[src/rtl/jtag_dmi_pkg.sv]
// Shared types for the JTAG ACCESS responder: TAP states, IR codes, DMI op/status and DR layout.
// Pure declarations, no logic; consumed by the TAP FSM, the top level and the bench.
package jtag_dmi_pkg;

  localparam int DMI_ADDR_W = 7;
  localparam int DMI_DATA_W = 32;

  localparam logic [4:0] IR_IDCODE  = 5'h01;
  localparam logic [4:0] IR_ACCESS  = 5'h11;
  localparam logic [4:0] IR_CAPTURE = 5'b00001;

  typedef enum logic [3:0] {
    TLR, RTI,
    SEL_DR, CAP_DR, SH_DR, EX1_DR, PAU_DR, EX2_DR, UPD_DR,
    SEL_IR, CAP_IR, SH_IR, EX1_IR, PAU_IR, EX2_IR, UPD_IR
  } tap_state_e;

  typedef enum logic [1:0] {
    OP_NOP   = 2'd0,
    OP_READ  = 2'd1,
    OP_WRITE = 2'd2,
    OP_RSVD  = 2'd3
  } dmi_op_e;

  typedef enum logic [1:0] {
    ST_OK   = 2'd0,
    ST_RSVD = 2'd1,
    ST_ERR  = 2'd2,
    ST_BUSY = 2'd3
  } dmi_status_e;

  typedef struct packed {
    logic [DMI_ADDR_W-1:0] addr;
    logic [DMI_DATA_W-1:0] data;
    logic [1:0]            op;
  } access_dr_t;

endpackage

[src/rtl/jtag_tap_fsm.sv]
// Pin synchronisers, TCK edge detect and the 16-state TAP controller.
// Edges surface 2 cycles after the pin, state moves on the 3rd; no backpressure.
module jtag_tap_fsm
  import jtag_dmi_pkg::*;
(
  input  logic       clk_i,
  input  logic       rst_i,
  input  logic       tck_i,
  input  logic       tms_i,
  input  logic       tdi_i,
  input  logic       trst_ni,
  output tap_state_e state,
  output logic       tck_rise,
  output logic       tck_fall,
  output logic       tdi_s
);

  logic [1:0] tck_q, tms_q, tdi_q, trst_q;
  logic       tck_d;
  tap_state_e state_nxt;

  always_ff @(posedge clk_i) begin
    if (rst_i) begin
      tck_q  <= 2'b00;
      tms_q  <= 2'b00;
      tdi_q  <= 2'b00;
      trst_q <= 2'b11;
      tck_d  <= 1'b0;
    end else begin
      tck_q  <= {tck_q[0], tck_i};
      tms_q  <= {tms_q[0], tms_i};
      tdi_q  <= {tdi_q[0], tdi_i};
      trst_q <= {trst_q[0], trst_ni};
      tck_d  <= tck_q[1];
    end
  end

  assign tck_rise = tck_q[1] & ~tck_d;
  assign tck_fall = ~tck_q[1] & tck_d;
  assign tdi_s    = tdi_q[1];

  always_ff @(posedge clk_i) begin
    if (rst_i || !trst_q[1]) state <= TLR;
    else                     state <= state_nxt;
  end

  always_comb begin
    state_nxt = state;
    if (tck_rise) begin
      case (state)
        TLR:     state_nxt = tms_q[1] ? TLR    : RTI;
        RTI:     state_nxt = tms_q[1] ? SEL_DR : RTI;
        SEL_DR:  state_nxt = tms_q[1] ? SEL_IR : CAP_DR;
        CAP_DR:  state_nxt = tms_q[1] ? EX1_DR : SH_DR;
        SH_DR:   state_nxt = tms_q[1] ? EX1_DR : SH_DR;
        EX1_DR:  state_nxt = tms_q[1] ? UPD_DR : PAU_DR;
        PAU_DR:  state_nxt = tms_q[1] ? EX2_DR : PAU_DR;
        EX2_DR:  state_nxt = tms_q[1] ? UPD_DR : SH_DR;
        UPD_DR:  state_nxt = tms_q[1] ? SEL_DR : RTI;
        SEL_IR:  state_nxt = tms_q[1] ? TLR    : CAP_IR;
        CAP_IR:  state_nxt = tms_q[1] ? EX1_IR : SH_IR;
        SH_IR:   state_nxt = tms_q[1] ? EX1_IR : SH_IR;
        EX1_IR:  state_nxt = tms_q[1] ? UPD_IR : PAU_IR;
        PAU_IR:  state_nxt = tms_q[1] ? EX2_IR : PAU_IR;
        EX2_IR:  state_nxt = tms_q[1] ? UPD_IR : SH_IR;
        UPD_IR:  state_nxt = tms_q[1] ? SEL_DR : RTI;
        default: state_nxt = TLR;
      endcase
    end
  end

endmodule

[src/rtl/jtag_dmi_responder.sv]
// JTAG TAP with IDCODE/BYPASS/ACCESS; ACCESS updates become valid/ready bus requests.
// Request issues 1 cycle after Update-DR and holds until ready; new ops while busy are dropped as BUSY.
module jtag_dmi_responder
  import jtag_dmi_pkg::*;
#(
  parameter int          ADDR_W = 7,
  parameter int          DATA_W = 32,
  parameter logic [31:0] IDCODE = 32'h1000_1DB3,
  parameter int          IR_W   = 5
) (
  input  logic              clk_i,
  input  logic              rst_i,
  input  logic              tck_i,
  input  logic              tms_i,
  input  logic              tdi_i,
  input  logic              trst_ni,
  output logic              tdo_o,
  output logic              tdo_oe_o,
  output logic              req_valid_o,
  input  logic              req_ready_i,
  output logic              req_we_o,
  output logic [ADDR_W-1:0] req_addr_o,
  output logic [DATA_W-1:0] req_wdata_o,
  input  logic              rsp_valid_i,
  input  logic              rsp_err_i,
  input  logic [DATA_W-1:0] rsp_rdata_i
);

  localparam int DR_W = 2 + ADDR_W + DATA_W;

  tap_state_e        state;
  logic              tck_rise, tck_fall, tdi_s;
  logic [IR_W-1:0]   ir, ir_sh;
  logic [DR_W-1:0]   dr_sh, cap_val, shf_val;
  dmi_status_e       status, status_eff;
  logic              outstanding, pend_read;
  logic [ADDR_W-1:0] last_addr;
  logic [DATA_W-1:0] last_rdata;
  logic              ir_access, ir_idcode;
  dmi_op_e           dr_op;
  logic              upd_dr, rsp_hit, busy_eff, is_rw;

  jtag_tap_fsm u_tap (
    .clk_i    (clk_i),
    .rst_i    (rst_i),
    .tck_i    (tck_i),
    .tms_i    (tms_i),
    .tdi_i    (tdi_i),
    .trst_ni  (trst_ni),
    .state    (state),
    .tck_rise (tck_rise),
    .tck_fall (tck_fall),
    .tdi_s    (tdi_s)
  );

  assign ir_access = (ir == IR_W'(IR_ACCESS));
  assign ir_idcode = (ir == IR_W'(IR_IDCODE));
  assign tdo_oe_o  = (state == SH_DR) || (state == SH_IR);

  always_comb begin
    cap_val = '0;
    shf_val = DR_W'(tdi_s);
    if (ir_access) begin
      cap_val = {last_addr, last_rdata, status};
      shf_val = {tdi_s, dr_sh[DR_W-1:1]};
    end else if (ir_idcode) begin
      cap_val = DR_W'(IDCODE);
      shf_val = DR_W'({tdi_s, dr_sh[31:1]});
    end
  end

  always_ff @(posedge clk_i) begin
    if (rst_i) begin
      ir    <= IR_W'(IR_IDCODE);
      ir_sh <= '0;
      dr_sh <= '0;
      tdo_o <= 1'b0;
    end else begin
      if (state == TLR) ir <= IR_W'(IR_IDCODE);
      if (tck_rise) begin
        case (state)
          CAP_IR:  ir_sh <= IR_W'(IR_CAPTURE);
          SH_IR:   ir_sh <= {tdi_s, ir_sh[IR_W-1:1]};
          CAP_DR:  dr_sh <= cap_val;
          SH_DR:   dr_sh <= shf_val;
          default: ;
        endcase
      end
      if (tck_fall) begin
        if (state == UPD_IR) ir <= ir_sh;
        case (state)
          SH_DR:   tdo_o <= dr_sh[0];
          SH_IR:   tdo_o <= ir_sh[0];
          default: tdo_o <= 1'b0;
        endcase
      end
    end
  end

  // A response landing in the same cycle as Update-DR retires the old request before the new op is judged.
  assign dr_op      = dmi_op_e'(dr_sh[1:0]);
  assign upd_dr     = tck_fall && (state == UPD_DR) && ir_access;
  assign rsp_hit    = rsp_valid_i && outstanding;
  assign busy_eff   = outstanding && !rsp_valid_i;
  assign status_eff = (rsp_hit && rsp_err_i) ? ST_ERR : status;
  assign is_rw      = (dr_op == OP_READ) || (dr_op == OP_WRITE);

  always_ff @(posedge clk_i) begin
    if (rst_i) begin
      req_valid_o <= 1'b0;
      req_we_o    <= 1'b0;
      req_addr_o  <= '0;
      req_wdata_o <= '0;
      status      <= ST_OK;
      outstanding <= 1'b0;
      pend_read   <= 1'b0;
      last_addr   <= '0;
      last_rdata  <= '0;
    end else begin
      if (req_valid_o && req_ready_i) req_valid_o <= 1'b0;
      if (rsp_hit) begin
        outstanding <= 1'b0;
        if (pend_read) last_rdata <= rsp_rdata_i;
      end
      status <= status_eff;
      if (upd_dr) begin
        if (!is_rw) begin
          status <= ST_OK;
        end else if (busy_eff) begin
          status <= ST_BUSY;
        end else if (status_eff == ST_OK) begin
          req_valid_o <= 1'b1;
          req_we_o    <= (dr_op == OP_WRITE);
          req_addr_o  <= dr_sh[DR_W-1:DATA_W+2];
          req_wdata_o <= dr_sh[DATA_W+1:2];
          last_addr   <= dr_sh[DR_W-1:DATA_W+2];
          outstanding <= 1'b1;
          pend_read   <= (dr_op == OP_READ);
        end
      end
    end
  end

endmodule

[config.mk]
export PLATFORM = sky130hd
export DESIGN_NAME = jtag_dmi_responder
export DESIGN_NICKNAME = d
export VERILOG_FILES = /design/src/rtl/jtag_dmi_pkg.sv /design/src/rtl/jtag_tap_fsm.sv /design/src/rtl/jtag_dmi_responder.sv
export SDC_FILE = /design/constraint.sdc
export NUM_CORES = 1
export LEC_CHECK = 0
export CAP_MARGIN = 20
export CORE_UTILIZATION = 56
export CTS_BUF_LIST = sky130_fd_sc_hd__clkbuf_2
export DETAILED_ROUTE_END_ITERATION = 8
export GPL_TIMING_DRIVEN = 0
export PLACE_DENSITY = 0.89
export SYNTH_ARGS = -nofsm -noshare
export SYNTH_HDL_FRONTEND = slang
export SYNTH_SLANG_ARGS = --single-unit
[constraint.sdc]
create_clock -name clk_i -period 2.4 [get_ports clk_i]
set_input_delay 0.72 -clock clk_i [delete_from_list [all_inputs] [get_ports clk_i]]
set_output_delay 0.72 -clock clk_i [all_outputs]
set_load 0.01 [all_outputs]
==> impl_metrics.csv <==
group,metric,value,unit
clocking,cts_buffer_depth,2,
synth,yosysUniqueCellTypes,51,
global_route,grt-ovfl-total,0,
setup_path,slowest_delay,0.36,ns
route,ant_nets,0,
setup_path,worstSetupStartpoint,"u_tap.state[0]",
setup_path,worstSetupStartpointType,"register",
route,dr.pass1.iters,7,
global_route,antenna_found_initial,0,
clocking,worstSkewPairLatency,0.76,ns
clocking,hold_buffers,0,
setup_path,crit_buf_inv,3,
final_layout,diodes,0,
status,violations,"setup timing",
placement,place_area,6720,um2
setup_path,ff2ff_path_depth,6,
floorplanning,die_area,10650,um2
setup_path,r2r_slack,0.02,ns
synth,ys_seq_elements,142,
clocking,clk_pin_slew,0.19,ns
placement,gp_congestion,0.9544,
route,drtIter0Drc,680,
synth,synth_commonest_cells,"dfxtp_1 (142), a21oi_1 (108), nand2_1 (76)",
timing,slew_headroom,56.10,%
timing,fin_crit_sh,108.4,%
synth,synth_most_common_cell,"dfxtp_1",
synth,yosysTopAreaCell,"dfxtp_1",
synth,synth_top_area_share,49.59,%
setup_path,crit_path_cell_trace,"buf_6 > nor4b_4 > clkbuf_8 > a31o_4 > buf_6",
final_layout,multi_input_area,2587,um2
clocking,numCtsBuffers,17,
setup_path,path_class,"register to output pin",
timing,drv_slew,0,
run,max_cap_viol_count,0,
setup_path,worst_setup_path_end_kind,"output pin",
timing,period_minus_slack,2.601,ns
pwr,power_per_cell_area,540.0,nW/um2
final_layout,design_area,7099,um2
synth,async_flop_share,0,%
setup_path,cp.depth,5,
placement,hpwlAfterDp,10840,um
timing,setup_violations,1,
route,via_per_inst,6.083,
route,wl_per_cell,16.94,um
route,drt-total-wl,15720,um
setup_path,timing.rr.end,"dr_sh[28]",
timing,rsz0062_at_grt,"yes",
setup_path,cp_top_family,"buffers and inverters",
synth,yosysSeqAreaShare,49.59,%
final_layout,seq_area,2885,um2
floorplanning,die_y,103.2,um
synth,netlist_top_cells_area,"dfxtp_1 (50%), a21oi_1 (9.4%), nand3_1 (5.2%)",
floorplanning,coreArea,9864,um2
route,dr_total_vias,5645,
placement,io_buffers,82,
final_layout,drive_gt1_share,12.33,%
hold_path,hold_path_class,"register to register",
synth,ys.flop_type,"dfxtp_1",
synth,syn_avg_cell_area,8.456,um2
floorplanning,rows,36,
synth,synth_edf_count,0,
setup_path,path_common_cell,"buf_6",
timing,holdWs,0.4437,ns
status,status,"finished, violations left",
timing,skew,0.01706,ns
setup_path,cp-endpoint,"tdo_oe_o",
clocking,cts_root_buf,"clkbuf_2",
timing,tightest_slew,0.6585,ns
global_route,grt_pass1_wl,24620,um
global_route,grt_max_degree,17,
clocking,cts.sinks,142,
placement,pre_cts_ws,-0.5104,ns
setup_path,cp_slowest_cell,"dfxtp_2",
clocking,cts_tree,"built",
final_layout,num-nets-final,826,
final_layout,area_delta_synth_final,23.83,%
pwr,p_leak,2.913,nW
floorplanning,die_w,103.2,um
setup_path,crit_fanout,4,
floorplanning,num_io_pins,84,
global_route,grt.total_usage,30.36,%
synth,syn_nets,721,
synth,syn_area,5733,um2
timing,fmax,384.5,MHz
pwr,vdd_drop_max,351.4,uV
setup_path,cp.arrival,1.88,ns
global_route,first_global_vias,5174,
timing,hold_viol,0,
clocking,htreeDepth,4,
floorplanning,start_util,58.12,%
synth,ys_warn_count,0,
setup_path,crit_required,1.68,ns
setup_path,r2r_start,"u_tap.state[0]",
final_layout,fill_cells,746,
route,drc_errors,0,
timing,fin_ws,-0.2005,ns
synth,netlist_instances,678,
[flip-flops by register name, indices dropped and copies added, names as in the netlist, 2 cells and up]
register / count
req_wdata_o: 32
u_tap.tck_q: 2
u_tap.tdi_q: 2
u_tap.tms_q: 2
u_tap.state: 4
status: 2
last_addr: 7
u_tap.trst_q: 2
ir: 5
last_rdata: 32
dr_sh: 41
ir_sh: 5
[where the power goes]
group / switching [mW] / total [mW] / internal (mW)
Sequential: 0.00405 / 2.37 / 2.37
Clock: 0.853 / 1.30 / 0.452
Combinational: 0.0778 / 0.156 / 0.0783
[cell type report]
| class | count | area share (%) |
|---|---|---|
| inverters | 16 | 0.8460 |
| plain buffers | 62 | 3.807 |
| multi-input cells | 457 | 36.45 |
| flip-flops and latches | 142 | 40.64 |
| clock buffers | 17 | 1.198 |
| clock inverters | 14 | 1.780 |
| well taps | 133 | 2.344 |
| repair buffers | 87 | 12.94 |
[cells in the final DEF (no fill, tap or decap), types with 2 or more instances in the layout]
| cell | n |
|---|---|
| buf_2 | 8 |
| clkbuf_2 | 22 |
| nand2b_1 | 4 |
| clkdlybuf4s50_1 | 41 |
| or3_1 | 2 |
| clkinv_2 | 4 |
| dfxtp_2 | 34 |
| nand3_1 | 60 |
| nor2b_1 | 13 |
| o2bb2ai_1 | 11 |
| o2bb2ai_2 | 8 |
| buf_6 | 2 |
| nor4_1 | 2 |
| dlymetal6s2s_1 | 29 |
| a311oi_1 | 3 |
| or2_2 | 2 |
| buf_4 | 6 |
| nor3_1 | 25 |
| mux2i_1 | 9 |
| clkbuf_1 | 45 |
| nor2_1 | 32 |
| and3_1 | 5 |
| ha_1 | 2 |
| inv_1 | 16 |
| clkinv_1 | 4 |
| bufinv_16 | 2 |
| nand2_1 | 76 |
| dlygate4sd2_1 | 11 |
| dfxtp_1 | 108 |
| a221oi_1 | 24 |
| clkinvlp_4 | 3 |
| a21oi_1 | 108 |
| o21ai_0 | 10 |
| or3b_1 | 2 |
| o21ai_1 | 34 |
[metrics by stage]
stage	power, mW	utilization [%]	setup TNS [ns]	cells
after detailed placement	2.568	68.13	-18.05	893
after global placement	2.565	68.13	-13.39	893
final	3.834	71.97	-0.2005	928
after floorplan	2.478	-	0	678
after CTS	3.830	70.90	-0.2337	926
after global routing	3.935	71.97	-0.4303	928
[per-layer routing]
layer / vias to the layer above / part of all wire, % / track usage, % / routed length, um
met1: 2636 / 40 / 38.17 / 6259
li1: 2627 / - / - / -
met2: 319 / 49 / 50.77 / 7642
met4: 0 / 2.7 / 11.81 / 423
met5: - / 0 / 0 / 0
met3: 63 / 8.9 / 7.124 / 1397
[timing repair]
action / CTS / global route
buffers inserted: 3 / 2
resized for setup: 47 / 46
pin swaps: 1 / 1
setup endpoints to repair: 29 / 49
[cell families after synthesis]
group / share of synthesized area, %
simple gates: 19.73
compound gates: 23.05
flops: 49.59
buf+inv: 5.434
mux: 1.768
fa+ha+maj: 0.4364
[worst min path at each step]
| stage | from | endpoint | cells past startpoint |
|---|---|---|---|
| final | u_tap.trst_q[0] | u_tap.trst_q[1] | 1 |
| after CTS | u_tap.trst_q[0] | u_tap.trst_q[1] | 1 |
| after global routing | u_tap.trst_q[0] | u_tap.trst_q[1] | 1 |
| after detailed placement | u_tap.trst_q[0] | u_tap.trst_q[1] | 1 |
| after floorplan | u_tap.trst_q[0] | u_tap.trst_q[1] | 1 |
| after global placement | u_tap.trst_q[0] | u_tap.trst_q[1] | 1 |
(Power assumes the default switching activity.)
